File: src/rtl/sm_accumulator_if.sv
// ============================================================================
// Module   : sm_accumulator_if
// Purpose  : Operand-in / result-out handshake bundle for sm_accumulator.
// Revision : 1.0 - initial release
// ============================================================================
`default_nettype none

interface sm_accumulator_if #(
  parameter int N     = 5,
  parameter int CNT_W = 8
);
  logic             clr;
  logic             in_valid;
  logic             in_ready;
  logic [N-1:0]     in_data;
  logic             in_last;
  logic             out_valid;
  logic             out_ready;
  logic [N-1:0]     acc;
  logic [CNT_W-1:0] count;
  logic             ovflw;

  modport slave (
    input  clr, in_valid, in_data, in_last, out_ready,
    output in_ready, out_valid, acc, count, ovflw
  );

  modport master (
    output clr, in_valid, in_data, in_last, out_ready,
    input  in_ready, out_valid, acc, count, ovflw
  );
endinterface

`default_nettype wire

File: src/rtl/sm_accumulator.sv
// ============================================================================
// Module   : sm_accumulator
// Purpose  : Packet-based sign-magnitude accumulator with sticky overflow.
//            SM_ACC_SAT_EN: saturate magnitude on overflow (default: wrap).
// Revision : 1.0 - initial release
// ============================================================================
`default_nettype none

module sm_accumulator #(
  parameter int N     = 5,
  parameter int CNT_W = 8
) (
  input  wire logic          clk,
  input  wire logic          rst,
  sm_accumulator_if.slave    bus
);

  localparam int M = N - 1;

  typedef enum logic [1:0] {
    S_IDLE  = 2'd0,
    S_ACCUM = 2'd1,
    S_DONE  = 2'd2
  } state_t;

  state_t           r_state;
  logic [N-1:0]     r_acc;
  logic [CNT_W-1:0] r_count;
  logic             r_ovflw;
  logic             r_in_ready;
  logic             r_out_valid;

  logic [N-1:0]     w_opa;
  logic [M-1:0]     w_ma;
  logic [M-1:0]     w_mb;
  logic             w_sa;
  logic             w_sb;
  logic [M:0]       w_msum;
  logic [M-1:0]     w_mag;
  logic             w_sign;
  logic             w_ov;
  logic [N-1:0]     w_sum;
  logic             w_beat;
  logic [CNT_W-1:0] w_cnt_inc;

  // The first beat of a packet is added to +0, which also normalizes -0.
  assign w_opa  = (r_state == S_IDLE) ? '0 : r_acc;
  assign w_ma   = w_opa[M-1:0];
  assign w_mb   = bus.in_data[M-1:0];
  assign w_sa   = w_opa[N-1] & (|w_ma);
  assign w_sb   = bus.in_data[N-1] & (|w_mb);
  assign w_beat = bus.in_valid & r_in_ready;
  assign w_cnt_inc = (&r_count) ? r_count : r_count + CNT_W'(1);

  always_comb begin
    w_msum = {1'b0, w_ma} + {1'b0, w_mb};
    w_ov   = 1'b0;
    w_sign = w_sa;
    w_mag  = w_msum[M-1:0];
    if (w_sa == w_sb) begin
      w_ov = w_msum[M];
`ifdef SM_ACC_SAT_EN
      if (w_msum[M]) begin
        w_mag = '1;
      end
`endif
    end else if (w_ma >= w_mb) begin
      w_mag  = w_ma - w_mb;
      w_sign = w_sa;
    end else begin
      w_mag  = w_mb - w_ma;
      w_sign = w_sb;
    end
    w_sum = {w_sign & (|w_mag), w_mag};
  end

  always_ff @(posedge clk or posedge rst) begin
    if (rst) begin
      r_state     <= S_IDLE;
      r_acc       <= '0;
      r_count     <= '0;
      r_ovflw     <= 1'b0;
      r_in_ready  <= 1'b0;
      r_out_valid <= 1'b0;
    end else if (bus.clr) begin
      r_state     <= S_IDLE;
      r_acc       <= '0;
      r_count     <= '0;
      r_ovflw     <= 1'b0;
      r_in_ready  <= 1'b1;
      r_out_valid <= 1'b0;
    end else begin
      case (r_state)
        S_IDLE, S_ACCUM: begin
          r_in_ready  <= 1'b1;
          r_out_valid <= 1'b0;
          if (w_beat) begin
            r_acc   <= w_sum;
            r_count <= (r_state == S_IDLE) ? CNT_W'(1) : w_cnt_inc;
            r_ovflw <= (r_state == S_IDLE) ? 1'b0 : (r_ovflw | w_ov);
            if (bus.in_last) begin
              r_state     <= S_DONE;
              r_in_ready  <= 1'b0;
              r_out_valid <= 1'b1;
            end else begin
              r_state <= S_ACCUM;
            end
          end
        end
        S_DONE: begin
          if (bus.out_ready) begin
            r_state     <= S_IDLE;
            r_in_ready  <= 1'b1;
            r_out_valid <= 1'b0;
          end
        end
        default: begin
          r_state     <= S_IDLE;
          r_in_ready  <= 1'b1;
          r_out_valid <= 1'b0;
        end
      endcase
    end
  end

  assign bus.in_ready  = r_in_ready;
  assign bus.out_valid = r_out_valid;
  assign bus.acc       = r_acc;
  assign bus.count     = r_count;
  assign bus.ovflw     = r_ovflw;

endmodule

`default_nettype wire

File: src/flat_wrapper.sv
// flat-port wrapper written by rule: the top's interface ports become plain ports
module sm_accumulator_flat 
#(
  parameter int N     = 5,
  parameter int CNT_W = 8
)
  (clk, rst, bus_clr, bus_in_valid, bus_in_data, bus_in_last, bus_out_ready, bus_in_ready, bus_out_valid, bus_acc, bus_count, bus_ovflw);
  sm_accumulator_if #(.N(N), .CNT_W(CNT_W)) bus_i ();
  input  wire logic clk;
  input  wire logic rst;
  input wire logic [$bits(bus_i.clr)-1:0] bus_clr;
  input wire logic [$bits(bus_i.in_valid)-1:0] bus_in_valid;
  input wire logic [$bits(bus_i.in_data)-1:0] bus_in_data;
  input wire logic [$bits(bus_i.in_last)-1:0] bus_in_last;
  input wire logic [$bits(bus_i.out_ready)-1:0] bus_out_ready;
  output wire logic [$bits(bus_i.in_ready)-1:0] bus_in_ready;
  output wire logic [$bits(bus_i.out_valid)-1:0] bus_out_valid;
  output wire logic [$bits(bus_i.acc)-1:0] bus_acc;
  output wire logic [$bits(bus_i.count)-1:0] bus_count;
  output wire logic [$bits(bus_i.ovflw)-1:0] bus_ovflw;
  assign bus_i.clr = bus_clr;
  assign bus_i.in_valid = bus_in_valid;
  assign bus_i.in_data = bus_in_data;
  assign bus_i.in_last = bus_in_last;
  assign bus_i.out_ready = bus_out_ready;
  assign bus_in_ready = bus_i.in_ready;
  assign bus_out_valid = bus_i.out_valid;
  assign bus_acc = bus_i.acc;
  assign bus_count = bus_i.count;
  assign bus_ovflw = bus_i.ovflw;
  sm_accumulator #(.N(N), .CNT_W(CNT_W)) u_core (.clk(clk), .rst(rst), .bus(bus_i));
endmodule
File: config.mk
export PLATFORM = sky130hd
export DESIGN_NAME = sm_accumulator_flat
export DESIGN_NICKNAME = d
export VERILOG_FILES = /design/src/rtl/sm_accumulator_if.sv /design/src/rtl/sm_accumulator.sv /design/src/flat_wrapper.sv
export SDC_FILE = /design/constraint.sdc
export NUM_CORES = 1
export LEC_CHECK = 0
export CORE_ASPECT_RATIO = 0.75
export CORE_UTILIZATION = 35
export DETAILED_ROUTE_END_ITERATION = 10
export PLACE_DENSITY = 0.64
export SLEW_MARGIN = 25
export SYNTH_ARGS = -nofsm -noshare
export SYNTH_HDL_FRONTEND = slang
export SYNTH_SLANG_ARGS = --single-unit
File: constraint.sdc
create_clock -name clk -period 2.9 [get_ports clk]
set_clock_uncertainty 0.1 [all_clocks]
set_input_delay 0.58 -clock clk [delete_from_list [all_inputs] [get_ports clk]]
set_output_delay 0.58 -clock clk [all_outputs]
set_load 0.01 [all_outputs]
==> metrics.md, run 1 <==
| Metric | Value |
|---|---|
| Status | `complete, no violations` |
| Tightest Hold Check Type | `reg -> reg` |
| H-tree Lvls | `1` |
| Achievable Freq | `0.365 GHz` |
| CTS Buf Count | `3` |
| Critical-path cell list | `clkdlybuf4s50_1 > ha_1 > inv_1 > fa_1 > a211o_1 > a21oi_2 > mux2i_1 > mux2i_1 > a2111oi_2 > a21oi_1` |
| RSZ-0062 raised after global routing | `false` |
| Pleak | `0.874 nW` |
| Most numerous cell in the Yosys netlist | `inv_1` |
| Part of the power in the clock network | `30.5%` |
| Crit start category | `input pin` |
| Met3 usage | `3.23%` |
| Sequential area share after synthesis | `32.0%` |
| Mapped cell area | `1410 sq um` |
| CTS Hold Bufs | `0` |
| Routability cong. | `0.919` |
| CP most frequent cell | `mux2i_1` |
| Hpwl dp | `2.86 mm` |
| Pwr Density | `362 nW/um^2` |
| Total GRT Usage | `18.2%` |
| Slew margin rel. | `54.6%` |
| Proportion of layout cells with a drive suffix above 1 | `13.4%` |
| Placed Instance Area | `1830 sq um` |
| Worst path top cell family by delay | `compound AO/OA/AOI/OAI gates` |
| Fin. Hold Viols | `0` |
| Sw Ratio | `30.1%` |
| Core area | `3760 sq um` |
| First-pass GRT wire length | `5.87 mm` |
| DRC Markers | `0` |
| Setup_tns | `0 ns` |
| Initial core utilization | `37.4%` |
| Largest net degree at the start of global routing | `19` |
| CP bufs+invs | `2` |
| Vias in the first global route | `1288` |
| Count of state elements after synthesis | `18` |
| M2 GR Usage | `28.1%` |
| Comb power frac | `28.7%` |
| Die ar. | `4280 sq um` |
| Ys Warns | `0` |
| Synth Area in XOR/XNOR | `2.49%` |
| Crit path required time | `2.94 ns` |
| Global route overflow | `0` |
| WP depth | `10` |
| Drt wl/cell | `13.7 um` |
| Adder-Cell Fraction of Synth Area | `16.7%` |
| Final nets | `230` |
| Final setup viols | `0` |
| Largest cells by area after synthesis | `dfrtp_1, ha_1, inv_1` |
| DIE HEIGHT | `56.9 um` |
| DRT Wirelength | `3.47 mm` |
| PnR Total Power | `0.684 mW` |
| Combinational family with the most area after synthesis | `compound AO/OA/AOI/OAI gates` |
| Post-synth top area cell | `dfrtp_1` |
| Number of synthesized flops with an enable pin | `0` |
| R2r setup slk | `0.28 ns` |
| CTS clock-pin slew for the worst setup and hold paths | `0.07 ns` |
| Via count | `1320` |
| Crit Path Class | `in -> reg` |
| Net Sw Power | `0.206 mW` |
| Mux contribution to synthesized area | `2.14%` |
| Final Cycle Share | `94.6%` |
| Met1 usage | `26.6%` |
| Top_reg_cell synth | `dfrtp_1` |
| Net count after synthesis | `187` |
| CP Max Fanout | `3` |
| Slowest stage delay, CP | `0.48 ns` |
| Detail Route Antenna Nets | `0` |
| Pint | `0.478 mW` |
| Crit. End Element | `flop` |
| Layout Area Growth over Synthesis | `34.4%` |
| Synth Area in Simple Gates | `18.3%` |
| Vias per cell | `5.22` |
| Worst-margin pin slew | `0.681 ns` |
| Drt pass-1 iters | `4` |
| WHS | `0.417 ns` |
| Peak VDD IR | `0.214 mV` |
| Setup Buffers After CTS | `0` |
| # diodes | `0` |
| Fin. max-slew vios | `0` |
| Initial antenna violation count | `0` |
| Compound-Gate Fraction of Synth Area | `22.6%` |
| Worst skew pair latency | `0.26 ns` |
| Clock Path Buffers | `2` |
| Drt initial violations | `81` |
| Root Driver | `clkbuf_8` |
| Final Instance Count excl. Fillers | `253` |
| Buffers on Ports | `26` |
| Sequential Power Share | `40.8%` |
| Yosys cell types | `41` |
| CTS tree | `done` |
| Post-Place Cells | `249` |
| Arr. time, crit path | `2.78 ns` |
| Top cells by count, synth | `inv_1, dfrtp_1, a21oi_1, ha_1, nor2_1` |
| I/O Pins | `27` |
| R2R depth | `10` |
| Slowest CP cell | `clkdlybuf4s50_1` |
| Ys async rst share | `100%` |
| Post-synth top area share | `32.0%` |
| Die width | `75.2 um` |
| Mean Syn Cell Area | `8.84 sq um` |
| Cells on Worst Hold Path | `2` |
| Layout Cell Area excl Fill | `1890 sq um` |
| Minimum clock period | `2.74 ns` |
| Mapped Cells | `159` |
| Layer with the highest usage | `met2` |
| Clock sinks | `18` |
| Rows | `19` |
| Maxcap violations | `0` |
-- cells by family (layout without fill, tap and decap cells) --
family | after synthesis | count (layout)
AND/OR/NAND/NOR | 49 | 49
AO/OA/AOI/OAI | 47 | 47
buffers and inverters | 21 | 63
flip-flops | 18 | 18
adder cells (fa/ha/maj) | 17 | 17
XOR/XNOR | 4 | 4
multiplexers | 3 | 3
-- stage by stage --
| stage | utilization, % | worst slack, ns |
|---|---|---|
| finish | 50.3 | 0.157 |
| global placement | 48.8 | -0.204 |
| global route | 50.3 | 0.0404 |
| floorplan | - | 0.0440 |
| CTS | 50.3 | 0.0284 |
| detailed placement | 48.8 | -0.322 |
-- tightest hold or removal path: stages, from the launching register on --
cell     delay, ns
dfrtp_1       0.38
inv_1         0.05
a21oi_1       0.05
-- flip-flops by register name, indices dropped and copies added, names as in the netlist --
name and flops:
u_core.bus.acc 5, u_core.bus.ovflw 1, u_core.bus.in_ready 1, u_core.bus.out_valid 1, u_core.r_state 2, u_core.bus.count 8
-- area by class of cell --
type	count	area, sq um
Fill cell	376	1870
Multi-Input combinational cell	120	883
Sequential cell	18	450
Timing Repair Buffer	40	365
Inverter	19	71.3
Tap cell	52	65.1
Clock buffer	4	55.1
-- power groups by stage --
stage                     registers, mW  clock network (mW)  logic (mW)
after floorplan                   0.286                   0       0.105
after global placement            0.283                   0       0.190
after detailed placement          0.283                   0       0.194
after CTS                         0.279               0.212       0.196
after global routing              0.281               0.221       0.216
final                             0.279               0.208       0.196
-- per-layer routing --
| metal | vias to the layer above | wire length, um |
|---|---|---|
| met4 | 0 | 23 |
| li1 | 652 | - |
| met3 | 2 | 214 |
| met2 | 41 | 1520 |
| met5 | - | 0 |
| met1 | 625 | 1710 |
-- worst paths after layout --
check / from / to
worst max-delay path: bus_in_data[0] / u_core.bus.acc[4]
worst min-delay path: u_core.bus.ovflw / u_core.bus.ovflw
worst max register to register: u_core.r_state[1] / u_core.bus.acc[4]
worst min register to register: u_core.bus.ovflw / u_core.bus.ovflw
max in group asynchronous: rst / u_core.r_state[0]
min in group asynchronous: rst / u_core.bus.acc[1]
-- what timing repair did --
item | in CTS | in global routing
pin swaps | 0 | 2
resized for setup | 1 | 1
setup endpoints to repair | 1 | 1
hold endpoints to repair | 0 | 0
-- cells in the final DEF (no fill, tap or decap), types with 2 or more instances in the layout --
master / count
clkdlybuf4s50_1: 26
inv_1: 19
dfrtp_1: 18
ha_1: 14
buf_4: 14
a21oi_1: 13
nor2_1: 13
nand2_1: 12
o21ai_0: 6
nand3_1: 5
or3_1: 4
xor2_1: 4
clkbuf_8: 4
mux2i_1: 3
o21ai_1: 3
nor3_1: 3
a31oi_1: 3
o31ai_1: 3
fa_1: 3
o21a_1: 2
a22o_1: 2
nand4_1: 2
o21bai_1: 2
and3_1: 2
nor2b_1: 2
(Power assumes the default switching activity.)
==> run 2, diff against run 1 <==
--- a/config.mk
+++ b/config.mk
@@ -5,10 +5,11 @@
 export SDC_FILE = /design/constraint.sdc
 export NUM_CORES = 1
 export LEC_CHECK = 0
+export ABC_AREA = 1
 export CORE_ASPECT_RATIO = 0.75
 export CORE_UTILIZATION = 35
 export DETAILED_ROUTE_END_ITERATION = 10
-export PLACE_DENSITY = 0.64
+export PLACE_DENSITY = 0.63
 export SLEW_MARGIN = 25
 export SYNTH_ARGS = -nofsm -noshare
 export SYNTH_HDL_FRONTEND = slang
==> metrics.md, run 2 <==
| Metric | Value |
|---|---|
| Layout Area Growth over Synthesis | `26.4%` |
| Initial core utilization | `37.0% (-0.40 points)` |
| Post-CTS resize count | `0 (-1)` |
| Root Driver | `clkbuf_8` |
| Top_reg_cell synth | `dfrtp_1` |
| Detail Route Antenna Nets | `0 (unchanged)` |
| Arr. time, crit path | `2.57 ns (-0.21 ns)` |
| # diodes | `0 (unchanged)` |
| Mean Syn Cell Area | `7.14 sq um (-19%)` |
| # fillers | `445 (+18%)` |
| Pleak | `0.942 nW (+7.8%)` |
| Most numerous cell in the Yosys netlist | `nand2_1` |
| Net Sw Power | `0.226 mW (+10%)` |
| Multi-input logic area | `887 sq um (+0.42%)` |
| DRC Markers | `0 (unchanged)` |
| Number of synthesized flops with an enable pin | `0 (unchanged)` |
| Sequential Power Share | `39.5% (-1.3 points)` |
| Sw Ratio | `32.2% (+2.2 points)` |
| Worst-margin pin slew | `0.724 ns (+0.0433 ns)` |
| Rows | `20 (+1)` |
| Part of the power in the clock network | `29.7% (-0.8 points)` |
| Die ar. | `4610 sq um (+7.8%)` |
| WHS | `0.401 ns (-0.0157 ns)` |
| Ys Warns | `0 (unchanged)` |
| Clock sinks | `18 (unchanged)` |
| Ys async rst share | `100% (unchanged)` |
| CTS Hold Bufs | `0 (unchanged)` |
| Achievable Freq | `0.399 GHz (+9.3%)` |
| Pwr Density | `365 nW/um^2 (+1.1%)` |
| Core area | `4100 sq um (+9.3%)` |
| DRT Wirelength | `3.31 mm (-4.6%)` |
| CTS tree | `done` |
| Crit Path Class | `in -> reg` |
| CP Max Fanout | `5 (+2)` |
| DP Worst Slack | `0.122 ns (+0.444 ns)` |
| Crit path required time | `2.96 ns (+0.02 ns)` |
| Final Cycle Share | `86.5% (-8.1 points)` |
| Crit start category | `input pin` |
| FF/Latch Area | `450 sq um (unchanged)` |
| H-tree Lvls | `1 (unchanged)` |
| Pint | `0.476 mW (-0.42%)` |
| Core Util, Final | `46.8% (-3.5 points)` |
| Yosys cell types | `29 (-29%)` |
| Drt initial violations | `44 (-46%)` |
| Via count | `1380 (+4.5%)` |
| Mux contribution to synthesized area | `0% (-2.1 points)` |
| Die width | `78.1 um (+3.9%)` |
| Post-synth top area cell | `dfrtp_1` |
| Synth Area in Simple Gates | `29.5% (+11 points)` |
| Buffers on Ports | `26 (unchanged)` |
| Largest cells by area after synthesis | `dfrtp_1, nand2_1, ha_1` |
| Mapped Cells | `213 (+34%)` |
| Most common cell after layout, fill and taps aside | `nand2_1` |
| Setup ws final | `0.391 ns (+0.234 ns)` |
| Post-synth top area share | `29.6% (-2.4 points)` |
| Total GRT Usage | `15.9% (-2.3 points)` |
| Setup_tns | `0 ns (unchanged)` |
| DIE HEIGHT | `59.1 um (+3.8%)` |
| Net count after synthesis | `241 (+29%)` |
| Status | `complete, no violations` |
| Fin. max-slew vios | `0 (unchanged)` |
| Final nets | `274 (+19%)` |
| Tightest Hold Check Type | `reg -> reg` |
| Drt wl/cell | `11.0 um (-20%)` |
| Sequential area share after synthesis | `29.6% (-2.4 points)` |
| Slew margin rel. | `51.7% (-2.9 points)` |
| I/O Pins | `27 (unchanged)` |
| Initial antenna violation count | `0 (unchanged)` |
| Worst skew pair latency | `0.26 ns (about the same)` |
| Hpwl dp | `2.63 mm (-7.8%)` |
| Peak VDD IR | `0.197 mV (-8.2%)` |
| Routability cong. | `0.949 (+3.2%)` |
| Compound-Gate Fraction of Synth Area | `11.7% (-11 points)` |
| Clock Path Buffers | `2 (unchanged)` |
| Number of flip-flops in the largest register | `8 (unchanged)` |
| Minimum clock period | `2.51 ns (-0.234 ns)` |
| RSZ-0062 raised after global routing | `false` |
| PnR Total Power | `0.702 mW (+2.8%)` |
| Global route overflow | `0 (unchanged)` |
| Top cells by count, synth | `nand2_1, inv_1, nand3_1, dfrtp_1, nor2_1` |
| Largest net degree at the start of global routing | `19 (unchanged)` |
| First-pass GRT wire length | `5.69 mm (-3.2%)` |
| Mapped cell area | `1520 sq um (+8.1%)` |
| Comb power frac | `30.8% (+2.1 points)` |
| Fin. Hold Viols | `0 (unchanged)` |
| Vias in the first global route | `1256 (-2.5%)` |
| Drt pass-1 iters | `4 (unchanged)` |
| CTS clock-pin slew for the worst setup and hold paths | `0.07 ns (about the same)` |
| Adder-Cell Fraction of Synth Area | `15.5% (-1.3 points)` |
| Synth Area in XOR/XNOR | `1.73% (-0.76 points)` |
| Proportion of layout cells with a drive suffix above 1 | `7.76% (-5.7 points)` |
| Count of state elements after synthesis | `18 (unchanged)` |
| Final setup viols | `0 (unchanged)` |
| Crit. End Element | `flop` |
| Most frequent cells in the layout | `nand2_1, inv_1, clkdlybuf4s50_1` |
| CTS Buf Count | `3 (unchanged)` |
| Setup Buffers After CTS | `0 (unchanged)` |
| Combinational family with the most area after synthesis | `simple AND/OR/NAND/NOR gates` |
| Vias per cell | `4.60 (-12%)` |
| Maxcap violations | `0 (unchanged)` |
==> run 2: changes by cell type after synthesis, sizes merged, moves of 4 or more <==
| cell | before | now |
|---|---|---|
| or3 | 4 | 0 |
| nand2 | 12 | 50 |
| nor2 | 14 | 21 |
| nand3 | 5 | 20 |
| inv | 19 | 46 |
==> run 2: logic make-up (layout without fill, tap and decap cells) <==
kind of cell	Yosys count	after routing
adders and majority gates	17	17
xor gates and xnor gates	3	3
and+or+nand+nor	98	98
DFF	18	18
buffers and inverters	47	79
AOI/OAI and AO/OA	30	30
==> run 2: power groups by stage <==
stage	logic, mW	clock network [mW]	registers, mW
after global placement	0.215	0	0.283
after floorplan	0.130	0	0.287
after CTS	0.217	0.213	0.278
after global routing	0.247	0.222	0.280
after detailed placement	0.215	0	0.282
final	0.217	0.208	0.278
==> run 2: worst paths after layout <==
| kind | from | end | slack (ns) | cells after the start |
|---|---|---|---|---|
| worst min register to register | u_core.bus.out_valid | u_core.bus.out_valid | 0.40 | 1 |
| min in group asynchronous | rst | u_core.bus.acc[4] | 0.64 | 2 |
| worst min-delay path | u_core.bus.out_valid | u_core.bus.out_valid | 0.40 | 1 |
| max in group asynchronous | rst | u_core.bus.acc[2] | 1.61 | 2 |
| worst max-delay path | bus_in_data[0] | u_core.bus.acc[4] | 0.39 | 16 |
| worst max register to register | u_core.r_state[0] | u_core.bus.acc[4] | 0.47 | 20 |
==> run 2: final cells by class <==
cell class,count,area share [%]
sequential,18,23.4
timing repair buffer,29,14.7
tap,55,3.58
clock buffer,4,2.86
multi-input combinational,148,46.2
inverter,46,9.24
==> run 2: per-layer routing <==
| metal | vias up | wire [um] | GRT usage (%) |
|---|---|---|---|
| li1 | 729 | - | - |
| met1 | 620 | 1850 | 24.0 |
| met2 | 31 | 1300 | 23.3 |
| met3 | 0 | 166 | 4.15 |
| met4 | 0 | 0 | 1.59 |
| met5 | - | 0 | 0 |
==> run 2: stage by stage <==
stage / area [sq um] / cells
6_report: 1920 / 300
5_1_grt: 1920 / 300
4_1_cts: 1920 / 300
3_5_place_dp: 1870 / 296
3_3_place_gp: 1870 / 296
2_1_floorplan: 1520 / 213
==> run 2: critical path, stage by stage <==
cell,delay (ns)
clkdlybuf4s50_1,0.53
ha_1,0.16
inv_1,0.06
fa_1,0.39
inv_1,0.08
nand2_1,0.07
nand2_1,0.07
nand2_1,0.11
nand2_1,0.08
nand2_1,0.06
nand3_1,0.07
nand2_1,0.07
nor2_1,0.10
nand2_1,0.05
nand2_1,0.05
nand2_1,0.04
==> run 3, diff against run 2 <==
--- a/config.mk
+++ b/config.mk
@@ -9,6 +9,7 @@
 export CORE_ASPECT_RATIO = 0.75
 export CORE_UTILIZATION = 35
 export DETAILED_ROUTE_END_ITERATION = 10
+export MAX_ROUTING_LAYER = met4
 export PLACE_DENSITY = 0.63
 export SLEW_MARGIN = 25
 export SYNTH_ARGS = -nofsm -noshare
==> metrics.md, run 3 (synthesis gave the netlist of run 2 again) <==
| Metric | Value |
|---|---|
| Pint | `0.476 mW (about the same)` |
| CP Max Fanout | `5 (unchanged)` |
| Crit start category | `input pin` |
| DRC Markers | `0 (unchanged)` |
| Maxcap violations | `0 (unchanged)` |
| Final Cycle Share | `86.6% (about the same)` |
| Initial antenna violation count | `0 (unchanged)` |
| DIE HEIGHT | `59.1 um (unchanged)` |
| Largest net degree at the start of global routing | `19 (unchanged)` |
| Tightest Hold Check Type | `reg -> reg` |
| Sw Ratio | `32.2% (-0.041 points)` |
| Total GRT Usage | `16.4% (+0.53 points)` |
| Crit Path Class | `in -> reg` |
| CTS Buf Count | `3 (unchanged)` |
| Via count | `1392 (+0.87%)` |
| R2R depth | `20 (unchanged)` |
| Arr. time, crit path | `2.57 ns (about the same)` |
| Worst skew pair latency | `0.26 ns (about the same)` |
| Global route overflow | `0 (unchanged)` |
| Setup_tns | `0 ns (unchanged)` |
| Proportion of layout cells with a drive suffix above 1 | `7.76% (unchanged)` |
| # diodes | `0 (unchanged)` |
| Cells on Worst Hold Path | `1 (unchanged)` |
| CTS tree | `done` |
| Core area | `4100 sq um (unchanged)` |
| Clock sinks | `18 (unchanged)` |
| Crit. End Element | `flop` |
| Post-CTS resize count | `0 (unchanged)` |
| Die width | `78.1 um (unchanged)` |
| I/O Pins | `27 (unchanged)` |
| H-tree Lvls | `1 (unchanged)` |
| Fin. max-slew vios | `0 (unchanged)` |
| Status | `complete, no violations` |
| Initial core utilization | `37.0% (unchanged)` |
| Crit path required time | `2.96 ns (about the same)` |
| Clock Path Buffers | `2 (unchanged)` |
| CTS Hold Bufs | `0 (unchanged)` |
| Most frequent cells in the layout | `nand2_1, inv_1, clkdlybuf4s50_1` |
| CTS clock-pin slew for the worst setup and hold paths | `0.07 ns (about the same)` |
| Drt pass-1 iters | `4 (unchanged)` |
| Final setup viols | `0 (unchanged)` |
| Routability cong. | `0.966 (+1.8%)` |
| Reg2Reg Capture Point | `u_core.bus.acc[4]` |
| Worst r2r src | `u_core.r_state[0]` |
| Worst hold path startpoint | `u_core.bus.out_valid` |
| Achievable Freq | `0.398 GHz (about the same)` |
| Slew margin rel. | `51.6% (-0.11 points)` |
| DRT Wirelength | `3.32 mm (+0.24%)` |
| Drt initial violations | `37 (-16%)` |
| Fin. Hold Viols | `0 (unchanged)` |
| R2r setup slk | `0.47 ns (about the same)` |
| Die ar. | `4610 sq um (unchanged)` |
| Pwr Density | `365 nW/um^2 (about the same)` |
| Number of flip-flops in the largest register | `8 (unchanged)` |
| Vias in the first global route | `1254 (-0.16%)` |
| Part of the power in the clock network | `29.5% (-0.2 points)` |
| Vias per cell | `4.64 (+0.87%)` |
| Setup Buffers After CTS | `0 (unchanged)` |
| Detail Route Antenna Nets | `0 (unchanged)` |
| Buffers on Ports | `26 (unchanged)` |
| Peak VDD IR | `0.197 mV (about the same)` |
| Root Driver | `clkbuf_8` |
| WHS Endpoint | `u_core.bus.out_valid` |
| DP Worst Slack | `0.122 ns (unchanged)` |
| Sequential Power Share | `39.6% (about the same)` |
| Net Sw Power | `0.226 mW (-0.20%)` |
| RSZ-0062 raised after global routing | `false` |
| Comb power frac | `30.9% (about the same)` |
| Minimum clock period | `2.51 ns (+0.00159 ns)` |
| Layout Area Growth over Synthesis | `26.4% (unchanged)` |
| Pleak | `0.942 nW (unchanged)` |
| Final nets | `274 (unchanged)` |
| Rows | `20 (unchanged)` |
| Setup ws final | `0.390 ns (-0.00159 ns)` |
| Drt wl/cell | `11.1 um (+0.24%)` |
| Worst-margin pin slew | `0.726 ns (+0.00167 ns)` |
| First-pass GRT wire length | `5.70 mm (+0.25%)` |
| Hpwl dp | `2.63 mm (unchanged)` |
| Most common cell after layout, fill and taps aside | `nand2_1` |
==> run 3: cell counts in the layout (fill, tap and decap cells not counted) <==
Identical to the previous run, type by type.
==> run 3: worst max path at each step <==
| stage | startpoint | endpoint | depth (start not counted) |
|---|---|---|---|
| 2_1_floorplan | u_core.r_state[1] | u_core.bus.acc[4] | 20 |
| 3_3_place_gp | bus_in_data[0] | u_core.bus.acc[4] | 16 |
| 3_5_place_dp | bus_in_data[0] | u_core.bus.acc[4] | 16 |
| 4_1_cts | bus_in_data[0] | u_core.bus.acc[4] | 16 |
| 5_1_grt | bus_in_data[0] | u_core.bus.acc[3] | 13 |
| 6_report | bus_in_data[0] | u_core.bus.acc[4] | 16 |
==> run 3: final cells by class <==
class | instances | area (sq um)
multi-input cells | 148 | 887
fillers | 445 | 2180
clock buffers | 4 | 55.1
well taps | 55 | 68.8
flip-flops and latches | 18 | 450
repair buffers | 29 | 283
inverters | 46 | 178
==> run 3: stage by stage <==
stage / std cells / hold slack, ns / utilization (%) / total power, mW / cell area [sq um]
4_1_cts: 300 / 0.407 / 46.8 / 0.707 / 1920
2_1_floorplan: 213 / 0.419 / - / 0.417 / 1520
3_3_place_gp: 296 / 0.393 / 45.5 / 0.498 / 1870
5_1_grt: 300 / 0.441 / 46.8 / 0.749 / 1920
6_report: 300 / 0.401 / 46.8 / 0.702 / 1920
3_5_place_dp: 296 / 0.387 / 45.5 / 0.497 / 1870
==> run 3: routing by layer <==
metal	vias to the layer above	wire length [um]	global-route usage, %	share of wire (%)
met3	0	156	3.69	4.7
li1	729	-	-	-
met1	626	1860	24.5	56
met4	0	0	1.59	0
met2	37	1300	23.2	39
met5	-	0	-	0
==> run 3: power by group through the flow <==
stage	Sequential (mW)	Combinational (mW)	Clock, mW
2_1_floorplan	0.287	0.130	0
3_3_place_gp	0.283	0.215	0
3_5_place_dp	0.282	0.215	0
4_1_cts	0.278	0.217	0.213
5_1_grt	0.280	0.247	0.222
6_report	0.278	0.217	0.207
==> run 3: critical path: stages <==
cell             delay, ns
clkdlybuf4s50_1       0.53
ha_1                  0.16
inv_1                 0.06
fa_1                  0.39
inv_1                 0.08
nand2_1               0.07
nand2_1               0.07
nand2_1               0.11
nand2_1               0.08
nand2_1               0.06
nand3_1               0.07
nand2_1               0.07
nor2_1                0.10
nand2_1               0.05
nand2_1               0.05
nand2_1               0.04
